## src/rtl/booth_mul_seq.sv

```systemverilog
// Iterative radix-4 Booth multiplier: signed 16x16 -> 32, one Booth digit per clock, one shared 32-bit adder.
// Optional early termination when the remaining multiplier digits are all zero: define BOOTH_MUL_EARLY_TERM_EN.
module booth_mul_seq (
  input  logic        clk,
  input  logic        rst_n,
  input  logic        in_valid,
  output logic        in_ready,
  input  logic [15:0] a,
  input  logic [15:0] b,
  output logic        out_valid,
  input  logic        out_ready,
  output logic [31:0] product,
  output logic        busy
);

  typedef enum logic [1:0] {
    IDLE = 2'd0,
    RUN  = 2'd1,
    DONE = 2'd2
  } state_e;

  typedef struct packed {
    logic [31:0] acc;
    logic [31:0] mcand;
    logic [16:0] mplr;
    logic [2:0]  step;
  } dp_t;

  state_e      state, state_nxt;
  dp_t         dp, dp_nxt;
  logic [31:0] product_nxt;
  logic [31:0] pp, sum;
  logic [16:0] mplr_sh;
  logic        last_digit;

  // Booth digit recode of the current triplet
  always_comb begin
    pp = '0;
    case (dp.mplr[2:0])
      3'b001, 3'b010: pp = dp.mcand;
      3'b011:         pp = dp.mcand << 1;
      3'b100:         pp = ~(dp.mcand << 1) + 32'd1;
      3'b101, 3'b110: pp = ~dp.mcand + 32'd1;
      default:        pp = '0;
    endcase
  end

  assign sum     = dp.acc + pp;
  assign mplr_sh = {{2{dp.mplr[16]}}, dp.mplr[16:2]};

`ifdef BOOTH_MUL_EARLY_TERM_EN
  // All-zero / all-one remainder means every later digit recodes to 0
  assign last_digit = (dp.step == 3'd7) || (mplr_sh == '0) || (mplr_sh == '1);
`else
  assign last_digit = (dp.step == 3'd7);
`endif

  always_comb begin
    state_nxt   = state;
    dp_nxt      = dp;
    product_nxt = product;
    case (state)
      IDLE: begin
        if (in_valid) begin
          dp_nxt.acc   = '0;
          dp_nxt.mcand = {{16{a[15]}}, a};
          dp_nxt.mplr  = {b, 1'b0};
          dp_nxt.step  = '0;
          state_nxt    = RUN;
        end
      end
      RUN: begin
        dp_nxt.acc   = sum;
        dp_nxt.mcand = dp.mcand << 2;
        dp_nxt.mplr  = mplr_sh;
        dp_nxt.step  = dp.step + 3'd1;
        if (last_digit) begin
          product_nxt = sum;
          state_nxt   = DONE;
        end
      end
      DONE: begin
        if (out_ready) state_nxt = IDLE;
      end
      default: state_nxt = IDLE;
    endcase
  end

  always_ff @(posedge clk) begin
    if (!rst_n) begin
      state   <= IDLE;
      dp      <= '0;
      product <= '0;
    end else begin
      state   <= state_nxt;
      dp      <= dp_nxt;
      product <= product_nxt;
    end
  end

  assign in_ready  = (state == IDLE);
  assign out_valid = (state == DONE);
  assign busy      = (state != IDLE);

endmodule
```

## config.mk

```make
export PLATFORM = sky130hd
export DESIGN_NAME = booth_mul_seq
export DESIGN_NICKNAME = d
export VERILOG_FILES = /design/src/rtl/booth_mul_seq.sv
export SDC_FILE = /design/constraint.sdc
export NUM_CORES = 1
export LEC_CHECK = 0
export ABC_AREA = 0
export CORE_MARGIN = 3
export CORE_UTILIZATION = 56
export DETAILED_ROUTE_END_ITERATION = 8
export DONT_BUFFER_PORTS = 1
export PLACE_DENSITY = 0.82
export SYNTH_ARGS = -nofsm -noshare
export SYNTH_HDL_FRONTEND = slang
export SYNTH_SLANG_ARGS = --single-unit
```

## constraint.sdc

```tcl
create_clock -name clk -period 8.2 [get_ports clk]
set_input_delay 0 -clock clk [delete_from_list [all_inputs] [get_ports clk]]
set_output_delay 0 -clock clk [all_outputs]
set_load 0.05 [all_outputs]
```

==> impl_metrics.json <==
{
  "critPathMaxFanout": 47,
  "p_seq_share_pct": 35.8,
  "synth_edf_count": 0,
  "final_util_pct": 64.4,
  "fmax_mhz": 177,
  "ir_worst_vdd_v": 0.000145,
  "design_area_mm2": 0.00904,
  "crit_required_ns": 8.51,
  "num_vias": 7799,
  "max-clock-path-buffers": 2,
  "worstSetupStartpointType": "flop",
  "rsz0062_at_grt": "no",
  "fin_hold_ws_ns": 0.00417,
  "grt_max_degree": 108,
  "period_share_pct": 69.0,
  "insertedDiodeCount": 0,
  "setup-violations-final": 0,
  "async_reset_ff_share_pct": 0,
  "relSlewSlack_pct": 18.5,
  "critical_path.endpoint_type": "flop",
  "track_usage_pct": 27.5,
  "dieArea_mm2": 0.0161,
  "placed_cell_area_mm2": 0.00810,
  "grt_first_pass_wirelength_um": 36600,
  "die_w_um": 127,
  "cts_tree": "yes",
  "finClkSkew_ns": 0.00747,
  "htreeDepth": 4,
  "cts_setup_buffers": 0,
  "pwr-share-clk_pct": 39.8,
  "clockRootBuffer": "clkbuf_16",
  "drc": 0,
  "final_max_slew_viol_count": 0,
  "crit_path_max_incr_delay_ns": 1.03,
  "power.switching_mw": 0.599,
  "stdcell_count": 1220,
  "gp_congestion": 0.938,
  "grt_pass1_vias": 7285,
  "drt-total-wl_um": 22300,
  "io_pins": 71,
  "p_int_mw": 1.25,
  "vias_per_cell": 6.39,
  "worstPathArrival_ns": 5.97,
  "drt_pass1_iterations": 6,
  "ys_seq_area_share_pct": 28.9,
  "clkSinkCount": 118,
  "ys_types": 69,
  "synth_fp_nets": 1122,
  "portBuffers": 0,
  "powerDensity_mw_per_mm2": 204,
  "grt_overflow_total": 0,
  "hold_viol": 0,
  "clock_latency_ns": 0.42,
  "path_cells": "buf_4 > clkinv_1 > nor2_1 > nand2_1 > a31oi_1 > ha_1 > a21o_1 > o21ba_2 > nor3_1 > or4_1 > o221a_2 > o221a_2 > or4b_4 > a41o_1 > a21o_1",
  "crit_family": "simple AND/OR/NAND/NOR gates",
  "synth_area_mm2": 0.00816,
  "ys.flop_type": "dfxtp_1",
  "status": "finished, final reports clean",
  "ant_nets": 0,
  "core_area_mm2": 0.0140,
  "avgSynthCellArea_um2": 7.77,
  "drive_gt1_share_pct": 8.85,
  "swShare_pct": 32.4,
  "drt_iter0_drc": 853,
  "rows": 43,
  "start_util_pct": 58.1,
  "place_inst": 1153,
  "critPathBufInv": 2,
  "hold_path.class": "input port to flop",
  "critPathKind": "flop to flop",
  "tightest_slew_ns": 1.22,
  "final_net_count": 1098,
  "ys.warnings.count": 0,
  "period_minus_slack_ns": 5.66,
  "cap_violations": 0,
  "die_h_um": 127,
  "tns_ns": 0,
  "area_delta_synth_final_pct": 10.8,
  "ys_seq_elements": 118,
  "ff2ff_setup_slack_ns": 2.54,
  "p_leak_nw": 3.56,
  "cts_buffers": 17,
  "cts.clk_slew.worst_paths_ns": 0.06,
  "slowest_stage": "nor2_1",
  "antenna_found_initial": 0,
  "hpwl_um": 14500,
  "cts-resized-gates": 0,
  "avgRoutedWirePerCell_um": 18.3,
  "p_comb_share_pct": 24.4,
  "syn_inst": 1051
}
## metal layers
layer  wire [um]  GRT usage [%]  vias up
li1            -              -     3736
met1        9510           35.2     3682
met2       10600           45.1      325
met3        1460           5.94       56
met4         788           11.4        0
met5           0              0        -
## placed cells by master, fill, tap and decap left out, types with 4 or more instances in the layout
| master | netlist | layout |
|---|---|---|
| nand2_1 | 128 | 128 |
| dfxtp_1 | 118 | 117 |
| a21oi_1 | 96 | 96 |
| nor2_1 | 91 | 90 |
| o21ai_0 | 60 | 60 |
| nor2b_1 | 48 | 47 |
| xnor2_1 | 42 | 42 |
| ha_1 | 34 | 34 |
| dlygate4sd3_1 | 0 | 34 |
| xor2_1 | 30 | 30 |
| o221a_2 | 28 | 28 |
| a21boi_0 | 27 | 27 |
| a22oi_1 | 25 | 25 |
| a221oi_1 | 21 | 21 |
| clkbuf_16 | 0 | 17 |
| nor3_1 | 15 | 15 |
| nand3_1 | 13 | 13 |
| a21o_1 | 13 | 13 |
| a31oi_1 | 12 | 12 |
| nand2b_1 | 12 | 12 |
| mux2i_1 | 12 | 12 |
| inv_1 | 11 | 11 |
| or3_1 | 11 | 11 |
| a22o_1 | 11 | 11 |
| buf_4 | 3 | 11 |
| and2_1 | 10 | 10 |
| and3_1 | 7 | 7 |
| a211oi_1 | 6 | 6 |
| o211ai_1 | 6 | 6 |
| nor4_1 | 4 | 4 |
| nand4_1 | 4 | 4 |
| a32oi_1 | 4 | 4 |
| o31ai_1 | 4 | 4 |
| a31o_2 | 4 | 4 |
| o21a_1 | 4 | 4 |
## state kept, by name (all words and copies together), names as in the netlist
name	flops
dp	84
state	2
product	32
## logic make-up (layout without fill, tap and decap cells)
group                      after synthesis  count (layout)  synth area share (%)
buffers and inverters                  102              91                  5.20
and+or+nand+nor                        369             369                  22.2
DFF                                    118             118                  28.9
xor gates and xnor gates                72              72                  7.73
AOI/OAI and AO/OA                      341             341                  28.7
muxes                                   14              14                  1.75
adders and majority gates               35              35                  5.46
## final cells by class
type / count / area [um2]
clock buffers: 21 / 450
fillers: 1161 / 5000
well taps: 180 / 225
inverters: 13 / 48.8
repair buffers: 46 / 450
clock inverters: 11 / 125
flip-flops and latches: 118 / 2360
multi-input cells: 831 / 5380
## stage by stage
stage | total power, mW | setup slack (ns)
detailed placement | 1.09 | 2.64
global placement | 1.08 | 2.75
finish | 1.85 | 2.54
CTS | 1.84 | 2.61
global route | 1.93 | 2.26
floorplan | 1.01 | 3.04
## power by group through the flow
stage	clock, mW	combinational [mW]	sequential, mW
final	0.736	0.451	0.661
after detailed placement	0	0.416	0.670
after global routing	0.767	0.495	0.666
after CTS	0.742	0.442	0.658
after floorplan	0	0.372	0.636
after global placement	0	0.409	0.669
## synth_stat cells, types with 3 or more instances
cell / number / area share, %
a32oi_1: 4 / 0.43
or3_1: 11 / 0.84
o21a_1: 4 / 0.37
and4_1: 3 / 0.32
o211ai_1: 6 / 0.55
a31o_2: 4 / 0.43
a221oi_1: 21 / 2.3
buf_4: 3 / 0.28
a211oi_1: 6 / 0.55
dfxtp_1: 118 / 29
a32o_1: 3 / 0.37
buf_1: 8 / 0.37
o21ai_0: 60 / 3.7
a22oi_1: 25 / 2.3
o221a_2: 28 / 3.9
a21o_1: 13 / 1.2
a31oi_1: 12 / 0.92
buf_6: 3 / 0.41
buf_2: 6 / 0.37
and2_1: 10 / 0.77
nor2_1: 91 / 4.2
and3_1: 7 / 0.54
a21oi_1: 96 / 5.9
inv_1: 11 / 0.51
nand2_1: 128 / 5.9
nand2b_1: 12 / 0.92
a22o_1: 11 / 1.2
nor3_1: 15 / 0.92
a21boi_0: 27 / 2.5
xor2_1: 30 / 3.2
clkbuf_1: 69 / 3.2
nor4_1: 4 / 0.31
mux2i_1: 12 / 1.5
xnor2_1: 42 / 4.5
nand4_1: 4 / 0.31
nand3_1: 13 / 0.80
nor3b_1: 3 / 0.28
ha_1: 34 / 5.2
nor2b_1: 48 / 3.7
o31ai_1: 4 / 0.37
or4_4: 3 / 0.41
## repair_timing
item	CTS	global route
endpoints found under the setup margin	0	0
hold buffers	35	0
endpoints found under the hold margin	104	0
## worst paths after layout
| check | startpoint | to | depth (start not counted) |
|---|---|---|---|
| setup / recovery | dp[4] | dp[83] | 15 |
| hold / removal | rst_n | product[28] | 2 |
| setup reg to reg | dp[4] | dp[83] | 15 |
| hold reg to reg | dp[78] | dp[78] | 2 |
No activity file was read; power rests on OpenSTA's default activity.
